==> config.mk <==
export PLATFORM = sky130hd
export DESIGN_NAME = b_type_decoder
export DESIGN_NICKNAME = d
export VERILOG_FILES = /design/src/rtl/b_type_decoder_pkg.sv /design/src/rtl/b_type_decoder_fields.sv /design/src/rtl/b_type_decoder.sv
export SDC_FILE = /design/constraint.sdc
export NUM_CORES = 1
export LEC_CHECK = 0
export ABC_AREA = 1
export CELL_PAD_IN_SITES_DETAIL_PLACEMENT = 1
export CELL_PAD_IN_SITES_GLOBAL_PLACEMENT = 1
export CORE_MARGIN = 1
export CORE_UTILIZATION = 29
export CTS_BUF_LIST = sky130_fd_sc_hd__clkbuf_4 sky130_fd_sc_hd__clkbuf_8
export CTS_CLUSTER_DIAMETER = 100
export DETAILED_ROUTE_END_ITERATION = 8
export GPL_ROUTABILITY_DRIVEN = 0
export PLACE_DENSITY = 0.88
export SYNTH_ARGS = -nofsm -noshare
export SYNTH_HDL_FRONTEND = slang
export SYNTH_SLANG_ARGS = --single-unit
==> constraint.sdc <==
create_clock -name clk -period 2.2 [get_ports clk]
set_clock_uncertainty 0.05 [all_clocks]
set_input_delay 0.66 -clock clk [delete_from_list [all_inputs] [get_ports clk]]
set_output_delay 0.66 -clock clk [all_outputs]
set_load 0.02 [all_outputs]
==> src/rtl/b_type_decoder_pkg.sv <==
// Shared constants and helpers for the RV32I B-type decoder.
package b_type_decoder_pkg;

    localparam logic [6:0] OPC_BRANCH = 7'b1100011;

    localparam logic [2:0] F3_BEQ  = 3'b000;
    localparam logic [2:0] F3_BNE  = 3'b001;
    localparam logic [2:0] F3_BLT  = 3'b100;
    localparam logic [2:0] F3_BGE  = 3'b101;
    localparam logic [2:0] F3_BLTU = 3'b110;
    localparam logic [2:0] F3_BGEU = 3'b111;

    typedef enum logic [2:0] {
        BR_BEQ  = 3'd0,
        BR_BNE  = 3'd1,
        BR_BLT  = 3'd4,
        BR_BGE  = 3'd5,
        BR_BLTU = 3'd6,
        BR_BGEU = 3'd7
    } br_op_e;

    function automatic logic f3_legal(input logic [2:0] f3);
        return (f3 != 3'b010) && (f3 != 3'b011);
    endfunction

endpackage

==> src/rtl/b_type_decoder_fields.sv <==
// Combinational B-type field and immediate extractor.
module b_type_decoder_fields #(
    parameter int XLEN = 32
) (
    input  logic [31:0]     instruction,
    output logic [4:0]      rs1,
    output logic [4:0]      rs2,
    output logic [2:0]      funct3,
    output logic [12:0]     imm,
    output logic [XLEN-1:0] imm_sext
);

    assign rs1    = instruction[19:15];
    assign rs2    = instruction[24:20];
    assign funct3 = instruction[14:12];

    assign imm = {instruction[31], instruction[7],
                  instruction[30:25], instruction[11:8], 1'b0};

    assign imm_sext = {{(XLEN-13){imm[12]}}, imm};

endmodule

==> src/rtl/b_type_decoder.sv <==
// Registered RV32I conditional-branch decoder: fields, class, target.
module b_type_decoder
    import b_type_decoder_pkg::*;
#(
    parameter int XLEN = 32
) (
    input  logic            clk,
    input  logic            rst,
    input  logic            in_valid,
    input  logic [31:0]     instruction,
    input  logic [XLEN-1:0] pc,
    output logic            out_valid,
    output logic [4:0]      rs1,
    output logic [4:0]      rs2,
    output logic [2:0]      funct3,
    output logic [12:0]     imm,
    output logic [XLEN-1:0] imm_sext,
    output logic            is_branch,
    output logic            illegal,
    output logic [2:0]      br_op,
    output logic [XLEN-1:0] target,
    output logic            misaligned
);

    logic [4:0]      f_rs1;
    logic [4:0]      f_rs2;
    logic [2:0]      f_funct3;
    logic [12:0]     f_imm;
    logic [XLEN-1:0] f_imm_sext;

    b_type_decoder_fields #(.XLEN(XLEN)) u_fields (
        .instruction (instruction),
        .rs1         (f_rs1),
        .rs2         (f_rs2),
        .funct3      (f_funct3),
        .imm         (f_imm),
        .imm_sext    (f_imm_sext)
    );

    logic            c_is_branch;
    logic            c_illegal;
    logic [2:0]      c_br_op;
    logic [XLEN-1:0] c_target;
    logic            c_misaligned;

    always_comb begin
        c_is_branch  = (instruction[6:0] == OPC_BRANCH);
        c_illegal    = c_is_branch && !f3_legal(f_funct3);
        c_br_op      = (c_is_branch && !c_illegal) ? f_funct3 : 3'd0;
        c_target     = pc + f_imm_sext;
        c_misaligned = c_is_branch && !c_illegal && (c_target[1:0] != 2'b00);
    end

    logic            out_valid_q, out_valid_d;
    logic [4:0]      rs1_q, rs1_d;
    logic [4:0]      rs2_q, rs2_d;
    logic [2:0]      funct3_q, funct3_d;
    logic [12:0]     imm_q, imm_d;
    logic [XLEN-1:0] imm_sext_q, imm_sext_d;
    logic            is_branch_q, is_branch_d;
    logic            illegal_q, illegal_d;
    logic [2:0]      br_op_q, br_op_d;
    logic [XLEN-1:0] target_q, target_d;
    logic            misaligned_q, misaligned_d;

    // Data outputs hold while idle; only out_valid tracks in_valid.
    always_comb begin
        out_valid_d  = in_valid;
        rs1_d        = rs1_q;
        rs2_d        = rs2_q;
        funct3_d     = funct3_q;
        imm_d        = imm_q;
        imm_sext_d   = imm_sext_q;
        is_branch_d  = is_branch_q;
        illegal_d    = illegal_q;
        br_op_d      = br_op_q;
        target_d     = target_q;
        misaligned_d = misaligned_q;
        if (in_valid) begin
            rs1_d        = f_rs1;
            rs2_d        = f_rs2;
            funct3_d     = f_funct3;
            imm_d        = f_imm;
            imm_sext_d   = f_imm_sext;
            is_branch_d  = c_is_branch;
            illegal_d    = c_illegal;
            br_op_d      = c_br_op;
            target_d     = c_target;
            misaligned_d = c_misaligned;
        end
    end

    always_ff @(posedge clk) begin
        if (rst) begin
            out_valid_q  <= 1'b0;
            rs1_q        <= '0;
            rs2_q        <= '0;
            funct3_q     <= '0;
            imm_q        <= '0;
            imm_sext_q   <= '0;
            is_branch_q  <= 1'b0;
            illegal_q    <= 1'b0;
            br_op_q      <= '0;
            target_q     <= '0;
            misaligned_q <= 1'b0;
        end else begin
            out_valid_q  <= out_valid_d;
            rs1_q        <= rs1_d;
            rs2_q        <= rs2_d;
            funct3_q     <= funct3_d;
            imm_q        <= imm_d;
            imm_sext_q   <= imm_sext_d;
            is_branch_q  <= is_branch_d;
            illegal_q    <= illegal_d;
            br_op_q      <= br_op_d;
            target_q     <= target_d;
            misaligned_q <= misaligned_d;
        end
    end

    assign out_valid  = out_valid_q;
    assign rs1        = rs1_q;
    assign rs2        = rs2_q;
    assign funct3     = funct3_q;
    assign imm        = imm_q;
    assign imm_sext   = imm_sext_q;
    assign is_branch  = is_branch_q;
    assign illegal    = illegal_q;
    assign br_op      = br_op_q;
    assign target     = target_q;
    assign misaligned = misaligned_q;

endmodule

Word level (Yosys, flattened, before mapping):

Cells that the tools add are included.

* register bits: 76
* input port bits: 67
* output and inout port bits: 97
* word-level logic and storage cells: 23

* add/subtract/negate cells: 1
* equal/unequal tests: 3
* mux-type cells: 1
* reductions and logical operators: 7

Operator list (number)
* $add 32x32->32: 1
* $eq 7x7->1 const B: 1
* $ne 3x2->1 const B: 2
* $logic_and 1x1->1: 4
* $mux 3: 1
* $logic_not 1->1: 2
* $reduce_bool 2->1: 1

Logic depth before layout (Yosys ltp):

Gate-level depths: netlist (run 1).

* depth in word-level cells: 7
* depth in mapped cells: 13
* mapped depth without buffers: 13

Hierarchy:

From an unflattened synthesis (run 1), not the netlist that was laid out.

* cells, all modules: 994
* area total of the unflattened synthesis: 6221.0 um2

By module, submodules not included
* b_type_decoder: times used 1, cells each 935, area an instance 5781.8 um2, seq. area each 1941.9 um2
* b_type_decoder_fields: times used 1, cells each 59, area an instance 439.2 um2, seq. area each 0.0 um2

Worst setup path after synthesis (run 1):

No wires, ideal clock.

* path kind: input port to flip-flop
* start: input instruction[8]
* end: register target_q[21] (netlist: target[21])
* library setup time: 0.109 ns
* data arrival time: 2.015 ns
* required time: 2.041 ns
* path slack: 0.027 ns
* cell stages on the path: 12
* path buffers: 0
* cells stage by stage: ha_1 > fa_1 > nand3_1 > nand3_1 > nand3_1 > nand3_2 > nand3_1 > nand2_1 > nand2_1 > nand3_1 > nand2_1 > inv_1

* word-level cells in the longest chain between the ends: 1

RTL lines
* start, declared: line b_type_decoder.sv:10 `input logic [31:0] instruction,`
* $add 32x32->32: line b_type_decoder.sv:50 `c_target = pc + f_imm_sext;`
* end signal, assigned: line b_type_decoder.sv:116 `target_q <= target_d;`
* end, declared: line b_type_decoder.sv:63 `logic [XLEN-1:0] target_q, target_d;`

Every way passes these cells.
A chain may end at the register's enable or synchronous reset.

Final worst setup path (run 1):

* start: input pc[25]
* end: register target_q[31] (netlist: target[31])

* word-level cells in the longest chain between the ends: 1

RTL lines
* start, declared: line b_type_decoder.sv:11 `input logic [XLEN-1:0] pc,`
* $add 32x32->32: line b_type_decoder.sv:50

Every way passes these cells.

==> results.sh, run 1 <==
export IMPL_viasPerCell=4.868
export IMPL_dp_hpwl_um=13740
export IMPL_crit_path_start_kind="input port"
export IMPL_first_pass_iters=5
export IMPL_synth_ff_latch_count=64
export IMPL_grt_overflow=0
export IMPL_die_area_mm2=0.01716
export IMPL_cts_root_buf="clkbuf_8"
export IMPL_endpoint_kind="register"
export IMPL_arrival_ns=2.50
export IMPL_dp_slack_ns=-0.6501
export IMPL_pin_count=164
export IMPL_reg2regPathDepth=4
export IMPL_powerDensity_mw_per_mm2=547.4
export IMPL_maxSlewViolCount=0
export IMPL_violations="negative setup slack"
export IMPL_cap_violations=0
export IMPL_min_path_type="reg -> reg"
export IMPL_port_buffers=161
export IMPL_syn_avg_cell_area_um2=6.025
export IMPL_vias=5890
export IMPL_r2r_end="target[8]"
export IMPL_clock_sinks=64
export IMPL_ys_warnings_count=0
export IMPL_drtIter0Drc=294
export IMPL_numCtsBuffers=9
export IMPL_grt_max_degree=27
export IMPL_wl_um=22100
export IMPL_layout_cells_non_filler=1210
export IMPL_htree_levels=3
export IMPL_fmax_mhz=439.5
export IMPL_post_dp_cell_area_mm2=0.006865
export IMPL_fin_area_mm2=0.007707
export IMPL_grtUsageTotal_pct=22.64
export IMPL_grt_pass1_vias=6007
export IMPL_dp_cells=1190
export IMPL_die_h_um=131
export IMPL_final_net_count=1087
export IMPL_hold_depth=2
export IMPL_start_util_pct=30.05
export IMPL_ctsHoldBuffers=0
export IMPL_die_x_um=131
export IMPL_status="complete, but fails checks"
export IMPL_fp_row_count=46
export IMPL_cp_required_ns=2.42
export IMPL_rrSetupSlack_ns=1.31
export IMPL_cts_buffer_depth=2
export IMPL_worst_slack_ns=-0.07513
export IMPL_synthToLayoutAreaGrowth_pct=59.71
export IMPL_final_setup_viol_count=2
export IMPL_yosysSeqAreaShare_pct=26.55
export IMPL_coreArea_mm2=0.01606
export IMPL_cp_max_fo=4
export IMPL_p_leak_nw=3.995
export IMPL_wire_per_inst_um=18.26
export IMPL_synth_cells=801
export IMPL_grt_antenna_before_repair=1
export IMPL_period_minus_slack_ns=2.275
export IMPL_cts_tree="yes"
export IMPL_syn_cell_area_mm2=0.004826
export IMPL_hp_start="funct3[0]"
export IMPL_drc=0
export IMPL_synth_cell_type_count=28
export IMPL_finalCritPeriodShare_pct=103.4
export IMPL_grt_pass1_wl_um=29700
export IMPL_clk_pin_slew_ns=0.08
export IMPL_clock_latency_ns=0.36
export IMPL_drtAntennaViolNets=0
export IMPL_path_class="in -> reg"
export IMPL_hold_end="funct3[0]"
export IMPL_hold_violations=0
export IMPL_peakVddDrop_mv=0.2676
export IMPL_drive_gt1_share_pct=19.64
export IMPL_r2r_start="target[8]"
flip-flops by register name, summed over array words and instances, names as in the netlist:
register and flops:
target 32, imm 12, rs1 5, rs2 5, br_op 3, funct3 3, illegal 1, is_branch 1
misaligned 1, out_valid 1
metrics by stage:
| stage | power [W] | setup TNS [ns] | utilization [%] | hold WS, ns |
|---|---|---|---|---|
| floorplan | 0.002169 | 0 | - | 0.4902 |
| global placement | 0.002802 | -12.68 | 42.75 | 0.3989 |
| detailed placement | 0.002845 | -14.13 | 42.75 | 0.4058 |
| CTS | 0.004040 | 0 | 45.84 | 0.4159 |
| global route | 0.004405 | -0.4268 | 48.00 | 0.4339 |
| finish | 0.004219 | -0.08858 | 48.00 | 0.4123 |
synth_stat cells:
master      n  share of area (%)
fa_1        1               0.41
inv_2       4               0.31
clkbuf_1   13                1.0
nand2_2     8                1.0
nand3_1    52                5.4
a21o_1      1               0.16
a21oi_2     1               0.18
nor4_2      1               0.26
xor2_1      7                1.3
conb_1      1              0.078
nor3_2      2               0.41
dfxtp_1    64                 27
o21bai_1    3               0.47
xnor2_1     9                1.6
nor3_1      1               0.10
nor2_2      6               0.78
clkinv_1    1              0.078
nand3_2     6                1.2
buf_4      33                5.1
ha_1       30                7.8
nor2_1    124                9.6
buf_2       6               0.62
nand4_1     7               0.91
nand2_1   227                 18
o21ai_1     4               0.41
o21ai_0    38                3.9
a21oi_1    30                3.1
inv_1     121                9.4
routing by layer:
metal | vias up | part of all wire [%] | track usage, %
met5 | - | 0 | 0
met1 | 2805 | 42 | 25.97
li1 | 2803 | - | -
met4 | 0 | 2.9 | 9.195
met2 | 229 | 49 | 41.11
met3 | 53 | 6.3 | 4.235
logic make-up after synthesis:
logic type | after synthesis | share of synthesized area, %
flip-flops | 64 | 26.55
other | 1 | 0.07771
buffers and inverters | 178 | 16.57
adder cells (fa/ha/maj) | 31 | 8.193
XOR/XNOR | 16 | 2.904
AND/OR/NAND/NOR | 434 | 37.44
AO/OA/AOI/OAI | 77 | 8.271
cell usage in the layout (no fill, tap or decap), drive strengths merged, types with 7 or more instances in the layout:
master         synthesis  routed
nand2                235     235
nor2                 130     130
inv                  125     125
clkdlybuf4s50          0     105
buf                   39      69
dfxtp                 64      64
nand3                 58      58
o21ai                 42      42
a21oi                 31      31
ha                    30      30
dlymetal6s2s           0      27
dlygate4sd2            0      27
clkbuf                13      11
xnor2                  9       9
nand4                  7       7
xor2                   7       7
what timing repair did:
item / in CTS / in global routing
hold endpoints to repair: 0 / 0
cloned: 1 / 0
resized for setup: 73 / 90
endpoints found under the setup margin: 46 / 24
pin swaps: 6 / 16
buffers inserted: 1 / 2
worst max-delay path, cell delays in order:
cell             delay, ns
clkdlybuf4s50_1       0.49
ha_2                  0.33
nand2_2               0.15
inv_1                 0.06
nand2_1               0.10
nand2_1               0.11
nand2_1               0.09
nand2_1               0.07
a21oi_2               0.15
nand2_1               0.07
nand2_1               0.05
nand3_1               0.06
nand2_1               0.07
inv_1                 0.03
worst max path at each step:
| stage | end | slack (ns) | depth (start not counted) | start |
|---|---|---|---|---|
| final | target[31] | -0.08 | 14 | pc[25] |
| after detailed placement | target[18] | -0.65 | 12 | instruction[31] |
| after CTS | target[20] | -0.0000009 | 12 | instruction[7] |
| after global placement | target[18] | -0.58 | 12 | instruction[31] |
| after global routing | target[31] | -0.11 | 14 | pc[25] |
| after floorplan | target[21] | 0.03 | 12 | instruction[8] |
area by class of cell:
cell class                 instances  area [um^2]
antenna                            1        2.502
clock buffer                      11        151.4
clock inverter                     4        53.80
fill                            2065         8351
inverter                         126        473.0
multi-input combinational        560         3304
sequential                        64         1281
tap                              216        270.3
timing repair buffer             228         2171
power by group:
part / switching [W] / leakage [nW] / internal (W) / total (W)
Clock: 0.000539 / 0.0976 / 0.000581 / 0.00112
Sequential: 0.0000526 / 0.530 / 0.00125 / 0.00130
Combinational: 0.00102 / 3.37 / 0.000780 / 0.00180
Power figures use the tool's default switching activity.
==> inputs of run 2 (changes only) <==
--- a/config.mk
+++ b/config.mk
@@ -15,6 +15,7 @@
 export DETAILED_ROUTE_END_ITERATION = 8
 export GPL_ROUTABILITY_DRIVEN = 0
 export PLACE_DENSITY = 0.88
+export SETUP_SLACK_MARGIN = 0.4
 export SYNTH_ARGS = -nofsm -noshare
 export SYNTH_HDL_FRONTEND = slang
 export SYNTH_SLANG_ARGS = --single-unit
==> run 2 against run 1 <==
- the run still ends with negative setup slack left
- register-to-register slack worse by 0.13 ns
- sequential power about the same
- worst hold slack about the same
- worst setup slack better by 0.066 ns
- die area unchanged
- critical path type unchanged
- largest cell class unchanged
- highest routed layer unchanged
==> results.sh, run 2 (synthesis gave the netlist of run 1 again) <==
export IMPL_arrival_ns=2.42
export IMPL_crit_path_start_kind="input port"
export IMPL_cts_root_buf="clkbuf_8"
export IMPL_top_layer_used="met4"
export IMPL_start_util_pct=30.05
export IMPL_powerDensity_mw_per_mm2=562.2
export IMPL_grt_antenna_before_repair=0
export IMPL_drc=0
export IMPL_cts_tree="yes"
export IMPL_die_h_um=131
export IMPL_cp_max_fo=4
export IMPL_clock_latency_ns=0.36
export IMPL_path_class="in -> reg"
export IMPL_die_area_mm2=0.01716
export IMPL_rsz0062_at_grt="true"
export IMPL_clock_sinks=64
export IMPL_htree_levels=3
export IMPL_wl_um=28540
export IMPL_coreArea_mm2=0.01606
export IMPL_crit_family="simple AND/OR/NAND/NOR gates"
export IMPL_die_x_um=131
export IMPL_endpoint_kind="register"
export IMPL_fmax_mhz=452.7
export IMPL_numCtsBuffers=9
export IMPL_n_antenna_cell=0
export IMPL_final_setup_viol_count=1
export IMPL_maxSlewViolCount=0
export IMPL_layout_cells_non_filler=1237
export IMPL_drtAntennaViolNets=0
export IMPL_finalCritPeriodShare_pct=100.4
export IMPL_largest_reg_flops=32
export IMPL_port_buffers=161
export IMPL_status="complete, but fails checks"
export IMPL_vias=6659
export IMPL_ctsHoldBuffers=0
export IMPL_grtUsageTotal_pct=27.92
export IMPL_wire_per_inst_um=23.07
export IMPL_hold_depth=2
export IMPL_worst_slack_ns=-0.008941
export IMPL_cp_depth=12
export IMPL_wl_met3_um=2002
export IMPL_critPathSlowestCell="ha_4"
export IMPL_nFillCells=1932
export IMPL_synthToLayoutAreaGrowth_pct=79.93
export IMPL_cp_required_ns=2.42
export IMPL_viasPerCell=5.383
export IMPL_clk_pin_slew_ns=0.09
export IMPL_dp_cells=1180
export IMPL_grt_overflow=0
export IMPL_path_cells="dlygate4sd2_1 > ha_4 > a21oi_2 > nor2_1 > nor2_1 > nand2_1 > a21oi_2 > nand2_1 > nand2_1 > nand3_1 > nand2_1 > inv_1"
export IMPL_hold_violations=0
export IMPL_violations="negative setup slack"
export IMPL_min_path_type="reg -> reg"
export IMPL_wl_met2_um=13770
export IMPL_path_common_cell="nand2_1"
export IMPL_dp_hpwl_um=14300
export IMPL_final_common_cell="nor2_1"
export IMPL_peakVddDrop_mv=0.2940
export IMPL_final_core_util_pct=54.08
export IMPL_fp_row_count=46
export IMPL_period_minus_slack_ns=2.209
export IMPL_cts_buffer_depth=2
export IMPL_worst_path_buf_inv=2
export IMPL_reg2regPathDepth=4
export IMPL_grt_pass1_wl_um=36470
export IMPL_critPathMaxStageDelay_ns=0.28
export IMPL_mostFrequentLayoutCells="nor2_1 (103), nand2_1 (101), inv_1 (95)"
export IMPL_p_leak_nw=4.360
export IMPL_first_pass_iters=5
export IMPL_wl_met1_um=11070
export IMPL_pin_count=164
export IMPL_drtIter0Drc=514
export IMPL_grt_max_degree=49
export IMPL_final_net_count=1114
export IMPL_grt_pass1_vias=6738
export IMPL_cap_violations=0
export IMPL_drive_gt1_share_pct=46.33
## run 2: cell count changes in the layout (fill, tap and decap cells not counted), moves of 16 or more
cell,delta
buf_6,+23
clkdlybuf4s50_1,-82
clkbuf_2,+31
nand2_1,-104
dlymetal6s2s_1,-27
nor2_4,+18
inv_2,+17
nand2_2,+62
nand3_1,-21
clkdlybuf4s15_1,+28
nand3_2,+16
nand2_4,+36
buf_2,+24
inv_1,-24
## run 2: metrics by stage
| step | setup WS, ns | power, W | setup TNS [ns] | hold slack (ns) | area (um^2) |
|---|---|---|---|---|---|
| 6_report | -0.008941 | 0.004882 | -0.008941 | 0.4126 | 8683 |
| 5_1_grt | 0.03551 | 0.005048 | 0 | 0.4318 | 8683 |
| 4_1_cts | 0.2570 | 0.004385 | 0 | 0.4167 | 8143 |
| 3_5_place_dp | -0.4882 | 0.002970 | -10.23 | 0.4075 | 7191 |
| 3_3_place_gp | -0.4022 | 0.002905 | -8.399 | 0.3999 | 7191 |
| 2_1_floorplan | 0.2013 | 0.002246 | 0 | 0.4907 | 5210 |
## run 2: metal layers
metal  up-vias  global-route usage [%]
met5         -                       0
met4         0                   15.42
met3       143                   4.927
met2       387                   49.70
met1      3264                   31.50
li1       2865                       -
## run 2: area by class of cell
cell class	instances	area, um^2	share of cell area, %
multi-input cells	560	4294	49.45
repair buffers	255	2120	24.41
flip-flops and latches	64	1282	14.77
inverters	126	490.5	5.648
well taps	216	270.3	3.112
clock buffers	9	123.9	1.427
clock inverters	7	102.6	1.182
## run 2: worst reg2reg max path: stages, from the launching register on
cell and delay (ns):
dfxtp_1 0.39, nor2_1 0.09, nor2_1 0.25, o21ai_2 0.12, inv_1 0.07
## run 2: final timing paths
kind | from | end | slack, ns
setup / recovery | pc[25] | target[28] | -0.009
hold / removal | funct3[0] | funct3[0] | 0.41
setup reg to reg | target[4] | target[4] | 1.18
hold reg to reg | funct3[0] | funct3[0] | 0.41
## run 2: report_power, final
group | internal, W | switching [W] | leakage (nW) | total, W
clock network | 0.000650 | 0.000580 | 0.110 | 0.00123
logic | 0.000942 | 0.00140 | 3.72 | 0.00234
registers | 0.00125 | 0.0000643 | 0.530 | 0.00131
total | 0.00284 | 0.00204 | 4.36 | 0.00488
## run 2: repair_timing
| action | 4_1_cts | 5_1_grt |
|---|---|---|
| buffers inserted | 20 | 19 |
| setup endpoints to repair | 124 | 94 |
| cloned | 1 | 1 |
| pin swaps | 137 | 87 |
| gates resized for setup | 484 | 227 |
